==> config.mk <==
export PLATFORM = sky130hd
export DESIGN_NAME = dsp_replay_deframe
export DESIGN_NICKNAME = d
export VERILOG_FILES = /design/src/rtl/dsp_replay_deframe.sv
export SDC_FILE = /design/constraint.sdc
export NUM_CORES = 1
export LEC_CHECK = 0
export BUFFER_PORTS_ARGS = -buffer_cell sky130_fd_sc_hd__buf_2
export CAP_MARGIN = 20
export CORE_ASPECT_RATIO = 1.5
export CORE_MARGIN = 4
export CORE_UTILIZATION = 56
export CTS_CLUSTER_SIZE = 14
export DETAILED_ROUTE_END_ITERATION = 10
export HOLD_SLACK_MARGIN = 0.06
export PLACE_DENSITY_LB_ADDON = 0.3
export SETUP_SLACK_MARGIN = 0.3
export SLEW_MARGIN = 20
export SYNTH_ARGS = -nofsm -noshare
export SYNTH_HDL_FRONTEND = slang
export SYNTH_SLANG_ARGS = --single-unit
export TNS_END_PERCENT = 50
==> constraint.sdc <==
create_clock -name clk -period 7.3 [get_ports clk]
set_input_delay 0.73 -clock clk [delete_from_list [all_inputs] [get_ports clk]]
set_output_delay 0.73 -clock clk [all_outputs]
set_load 0.01 [all_outputs]
==> src/rtl/dsp_replay_deframe.sv <==
// dsp_replay_deframe
// Pulls header + payload words from a first-word-fall-through FIFO, validates
// the header (magic and length) and replays each frame as an AXI4-Stream
// packet through a single registered output stage. It also counts completed
// frames (wrapping) and rejected headers (saturating).

module dsp_replay_deframe #(
  parameter logic [47:0] HDR_MAGIC = 48'hFB5555555555,
  parameter logic [15:0] MAX_LEN   = 16'd9600
) (
  input  logic        clk,
  input  logic        rst,
  input  logic        active_i,
  input  logic [63:0] fifo_dout_i,
  input  logic        fifo_empty_i,
  output logic        fifo_rd_en_o,
  output logic [63:0] m_axis_tdata,
  output logic [7:0]  m_axis_tkeep,
  output logic        m_axis_tlast,
  output logic        m_axis_tvalid,
  input  logic        m_axis_tready,
  output logic [31:0] pkt_cnt_o,
  output logic [15:0] err_cnt_o
);

  typedef enum logic [1:0] {
    S_IDLE,
    S_HUNT,
    S_PAYLOAD
  } state_t;

  state_t      state;
  logic [13:0] beats_left;  // payload words still to pop for this frame
  logic [2:0]  rem;         // bytes used in the final word; 0 means all 8

  // The output register can take a new beat when it is empty or draining now.
  logic        out_free;
  logic [16:0] hdr_len;
  logic [13:0] hdr_beats;
  logic        hdr_magic_ok;
  logic        hdr_len_ok;
  logic [7:0]  last_keep;

  assign out_free     = ~m_axis_tvalid | m_axis_tready;
  // Length is widened to 17 bits so the round-up add cannot overflow.
  assign hdr_len      = {1'b0, fifo_dout_i[15:0]};
  assign hdr_beats    = 14'((hdr_len + 17'd7) >> 3);
  assign hdr_magic_ok = (fifo_dout_i[63:16] == HDR_MAGIC);
  assign hdr_len_ok   = (hdr_len != 17'd0) && (hdr_len <= {1'b0, MAX_LEN});

  // Keep mask for the final beat: bytes fill from tkeep[7] downwards.
  always_comb begin
    // NOTE: every always_comb output gets a default first so no path can
    // leave it unassigned and infer a latch.
    last_keep = 8'hFF;
    if (rem != 3'd0) begin
      last_keep = 8'hFF << (4'd8 - {1'b0, rem});
    end
  end

  // Pop request: headers only while enabled, payload regardless of enable;
  // never while the FIFO is empty or the output still holds a stalled beat.
  always_comb begin
    fifo_rd_en_o = 1'b0;
    unique case (state)
      S_HUNT:    fifo_rd_en_o = active_i & ~fifo_empty_i & out_free;
      S_PAYLOAD: fifo_rd_en_o = ~fifo_empty_i & out_free;
      default:   fifo_rd_en_o = 1'b0;
    endcase
  end

  // Frame FSM, output register stage and counters.
  always_ff @(posedge clk) begin
    // NOTE: all state here uses non-blocking assignments so every register
    // samples the pre-edge values, whatever the statement order.
    if (rst) begin
      state         <= S_IDLE;
      beats_left    <= '0;
      rem           <= '0;
      m_axis_tdata  <= '0;
      m_axis_tkeep  <= '0;
      m_axis_tlast  <= 1'b0;
      m_axis_tvalid <= 1'b0;
      pkt_cnt_o     <= '0;
      err_cnt_o     <= '0;
    end else begin
      // A handshake empties the stage unless a pop below refills it.
      if (m_axis_tvalid && m_axis_tready) begin
        m_axis_tvalid <= 1'b0;
        if (m_axis_tlast) begin
          pkt_cnt_o <= pkt_cnt_o + 32'd1;
        end
      end

      unique case (state)
        S_IDLE: begin
          if (active_i) begin
            state <= S_HUNT;
          end
        end

        S_HUNT: begin
          if (!active_i) begin
            state <= S_IDLE;
          end else if (fifo_rd_en_o && hdr_magic_ok) begin
            if (hdr_len_ok) begin
              beats_left <= hdr_beats;
              rem        <= fifo_dout_i[2:0];
              state      <= S_PAYLOAD;
            end else if (err_cnt_o != 16'hFFFF) begin
              err_cnt_o <= err_cnt_o + 16'd1;
            end
          end
          // Non-magic words are popped and dropped while resynchronising.
        end

        S_PAYLOAD: begin
          if (fifo_rd_en_o) begin
            m_axis_tdata  <= fifo_dout_i;
            m_axis_tvalid <= 1'b1;
            beats_left    <= beats_left - 14'd1;
            if (beats_left == 14'd1) begin
              m_axis_tlast <= 1'b1;
              m_axis_tkeep <= last_keep;
              state        <= active_i ? S_HUNT : S_IDLE;
            end else begin
              m_axis_tlast <= 1'b0;
              m_axis_tkeep <= 8'hFF;
            end
          end
        end

        default: state <= S_IDLE;
      endcase
    end
  end

endmodule
==> results.yml <==
run_status:
  status: "completed"
timing:
  final.min_clock_period_ps: 3120
  setup-tns-final_ps: 0
  post-route-period-util_pct: 42.8
  final-setup-viol-count: 0
  finClkSkew_ps: 9.90
  tightest_slew_ps: 957
  relSlewSlack_pct: 35.8
  finalMaxSlewViolations: 0
  fmax_mhz: 320
  hold_viol: 0
  grt_setup_unrepaired: "false"
logic_synthesis:
  syn_area_um2: 6470
  synthTopCellsByArea: "dfxtp_1 44%, nand2_1 10%, a21oi_1 6.7%"
  synth_top_area_share_pct: 43.7
  syn-num-nets: 892
  ys_seq_area_share_pct: 43.7
  yosys_warnings: 0
  async_flop_share_pct: 0
  synth-edff-count: 0
  synth_cells: 811
  avgSynthCellArea_um2: 7.97
  yosysTopAreaCell: "dfxtp_1"
  synth_cell_types: 55
  ys_ff_latch: 141
  ys.flop_type: "dfxtp_1"
worst_setup_path:
  worstRegToRegCells: 9
  cp-end-kind: "flip-flop"
  r2r-start: "state[1]"
  r2r_end: "m_axis_tkeep[4]"
  path_class: "input port to flip-flop"
  r2r_setup_slack_ps: 4280
  critPathRequiredTime_ps: 7610
  crit_end: "err_cnt_o[10]"
  arrival_ps: 3430
  crit_path_start: "fifo_dout_i[43]"
  cp-start-kind: "input port"
  worstPathMaxFanout: 23
floorplanning:
  die_w_um: 95.7
  core_area_um2: 11200
  dieArea_um2: 13400
  placementRows: 47
  start_util_pct: 57.9
  chipHeight_um: 140
  ios: 192
drt:
  drtAntennaViolNets: 0
  drcViolationCount: 0
  drt_first_pass_iters: 4
  wire_per_inst_um: 15.7
  num_vias: 6416
  viasPerCell: 5.63
  totalWireLength_um: 17900
  drt_iter0_drc: 303
place:
  io_buffer_count: 191
  dpl.hpwl_um: 12700
  gp_congestion: 0.939
grt:
  grt_pass1_vias: 6226
  grt_util_met1_pct: 32.4
  grt_max_degree: 75
  use_met3_pct: 8.26
  antenna_found_initial: 0
  grt_pass1_wl_um: 29800
  use_met2_pct: 45.4
  grt-ovfl-total: 0
  grt_busiest_layer: "met2"
  grt_usage_pct: 27.7
clocking:
  post_cts_buffers: 0
  cts-root-buf: "clkbuf_16"
  holdBufCountCts: 0
  clk_latency_ps: 420
  cts_tree: "done"
  cts_max_path_buffers: 2
  cts_resized: 0
  cts_buffers: 17
  clk_pin_slew_worst_paths_ps: 60
  htree_num_levels: 4
  cts.sinks: 141
flow_run:
  drv_cap: 0
layout:
  nFillCells: 941
  drive_above_1_share_pct: 25.1
  antenna_cells: 0
  fin_util_pct: 72.0
  multi_input_area_um2: 3390
  syn_to_final_growth_pct: 24.4
  nNetsFinal: 1061
  seq_area_um2: 2820
power:
  power_density_nw_per_um2: 208
  vdd.ir_drop.worst_v: 0.000193
  cellLeakagePower_nw: 3.41
worst_hold_path:
  hold_class: "flip-flop to flip-flop"
where the power goes:
group	switching (mW)	leakage, nW	internal (mW)	total [mW]
sequential	0.000874	1.14	0.770	0.771
clock	0.332	0.268	0.501	0.833
combinational	0.0439	2.00	0.0267	0.0706
cell usage in the layout, fill, tap and decap left out, types with 6 or more instances in the layout:
cell type | Yosys | routed
a211oi_1 | 7 | 7
a21oi_1 | 86 | 86
and3_1 | 10 | 9
buf_2 | 0 | 190
buf_4 | 1 | 6
clkbuf_16 | 0 | 17
dfxtp_1 | 141 | 141
ha_1 | 12 | 12
inv_1 | 19 | 19
mux2_2 | 7 | 7
nand2_1 | 172 | 171
nand3_1 | 22 | 22
nand4_1 | 18 | 18
nor2_1 | 61 | 61
nor2b_1 | 9 | 9
nor3_1 | 16 | 16
nor4_1 | 16 | 16
o21ai_0 | 42 | 42
o41ai_1 | 7 | 7
or2_2 | 8 | 8
or4_1 | 6 | 6
xnor2_1 | 14 | 14
xor2_1 | 25 | 25
registers in the layout, indices dropped and copies added, names as in the netlist:
signal         count
m_axis_tdata      64
pkt_cnt_o         32
err_cnt_o         16
beats_left        14
m_axis_tkeep       8
rem                3
state              2
m_axis_tlast       1
m_axis_tvalid      1
stage by stage:
stage	power (mW)	instance area [µm²]	setup slack, ps	std cells	hold slack, ps
after floorplan	0.822	6470	4160	811	436
after global routing	1.73	8040	3910	1139	467
final	1.67	8040	4180	1139	450
after global placement	0.857	7470	3840	1108	438
after CTS	1.68	8040	4220	1139	451
after detailed placement	0.857	7470	3770	1108	443
worst min-delay path by stage:
stage,cells past startpoint,to,startpoint
after floorplan,2,beats_left[11],beats_left[11]
after global placement,2,m_axis_tdata[44],m_axis_tdata[44]
after detailed placement,2,m_axis_tdata[49],m_axis_tdata[49]
after CTS,2,m_axis_tdata[49],m_axis_tdata[49]
after global routing,2,m_axis_tdata[56],m_axis_tdata[56]
final,2,m_axis_tdata[46],m_axis_tdata[46]
synth_stat cells, types with 5 or more instances:
| master | instances |
|---|---|
| nand4_1 | 18 |
| nor2b_1 | 9 |
| nor3_1 | 16 |
| nor4_1 | 16 |
| nor2_1 | 61 |
| inv_1 | 19 |
| or3_1 | 5 |
| o41ai_1 | 7 |
| o21ai_0 | 42 |
| or4_1 | 6 |
| o311ai_0 | 5 |
| a211oi_1 | 7 |
| nand2_1 | 172 |
| and3_1 | 10 |
| xor2_1 | 25 |
| a21oi_1 | 86 |
| clkbuf_1 | 40 |
| ha_1 | 12 |
| dfxtp_1 | 141 |
| or2_2 | 8 |
| mux2_2 | 7 |
| nand3_1 | 22 |
| and2_1 | 5 |
| and4_1 | 5 |
| xnor2_1 | 14 |
critical path, cell delays in order:
cell and delay [ps]:
buf_2 100, or4b_1 560, or4_4 520, nor4_4 510, nand2b_4 250, nor4_1 370, mux2_2 370
final cells by class:
cell class / count / area share, %
multi-input cells: 604 / 42.2
inverters: 20 / 0.934
repair buffers: 196 / 12.4
flip-flops and latches: 141 / 35.1
clock buffers: 17 / 5.29
clock inverters: 14 / 1.79
well taps: 147 / 2.29
cells by family after synthesis:
kind of cell | synth area share, %
flip-flops | 43.7
AO/OA/AOI/OAI | 15.1
XOR/XNOR | 5.28
adder cells (fa/ha/maj) | 2.32
buffers and inverters | 4.01
AND/OR/NAND/NOR | 27.9
multiplexers | 1.68
layer usage:
layer | vias to the layer above | routed length, µm | share of wire (%)
li1 | 3158 | - | -
met1 | 2960 | 6890 | 38
met2 | 241 | 9000 | 50
met3 | 57 | 1270 | 7.1
met4 | 0 | 772 | 4.3
met5 | - | 0 | 0
Note: power is estimated with default switching activity, not from simulation.
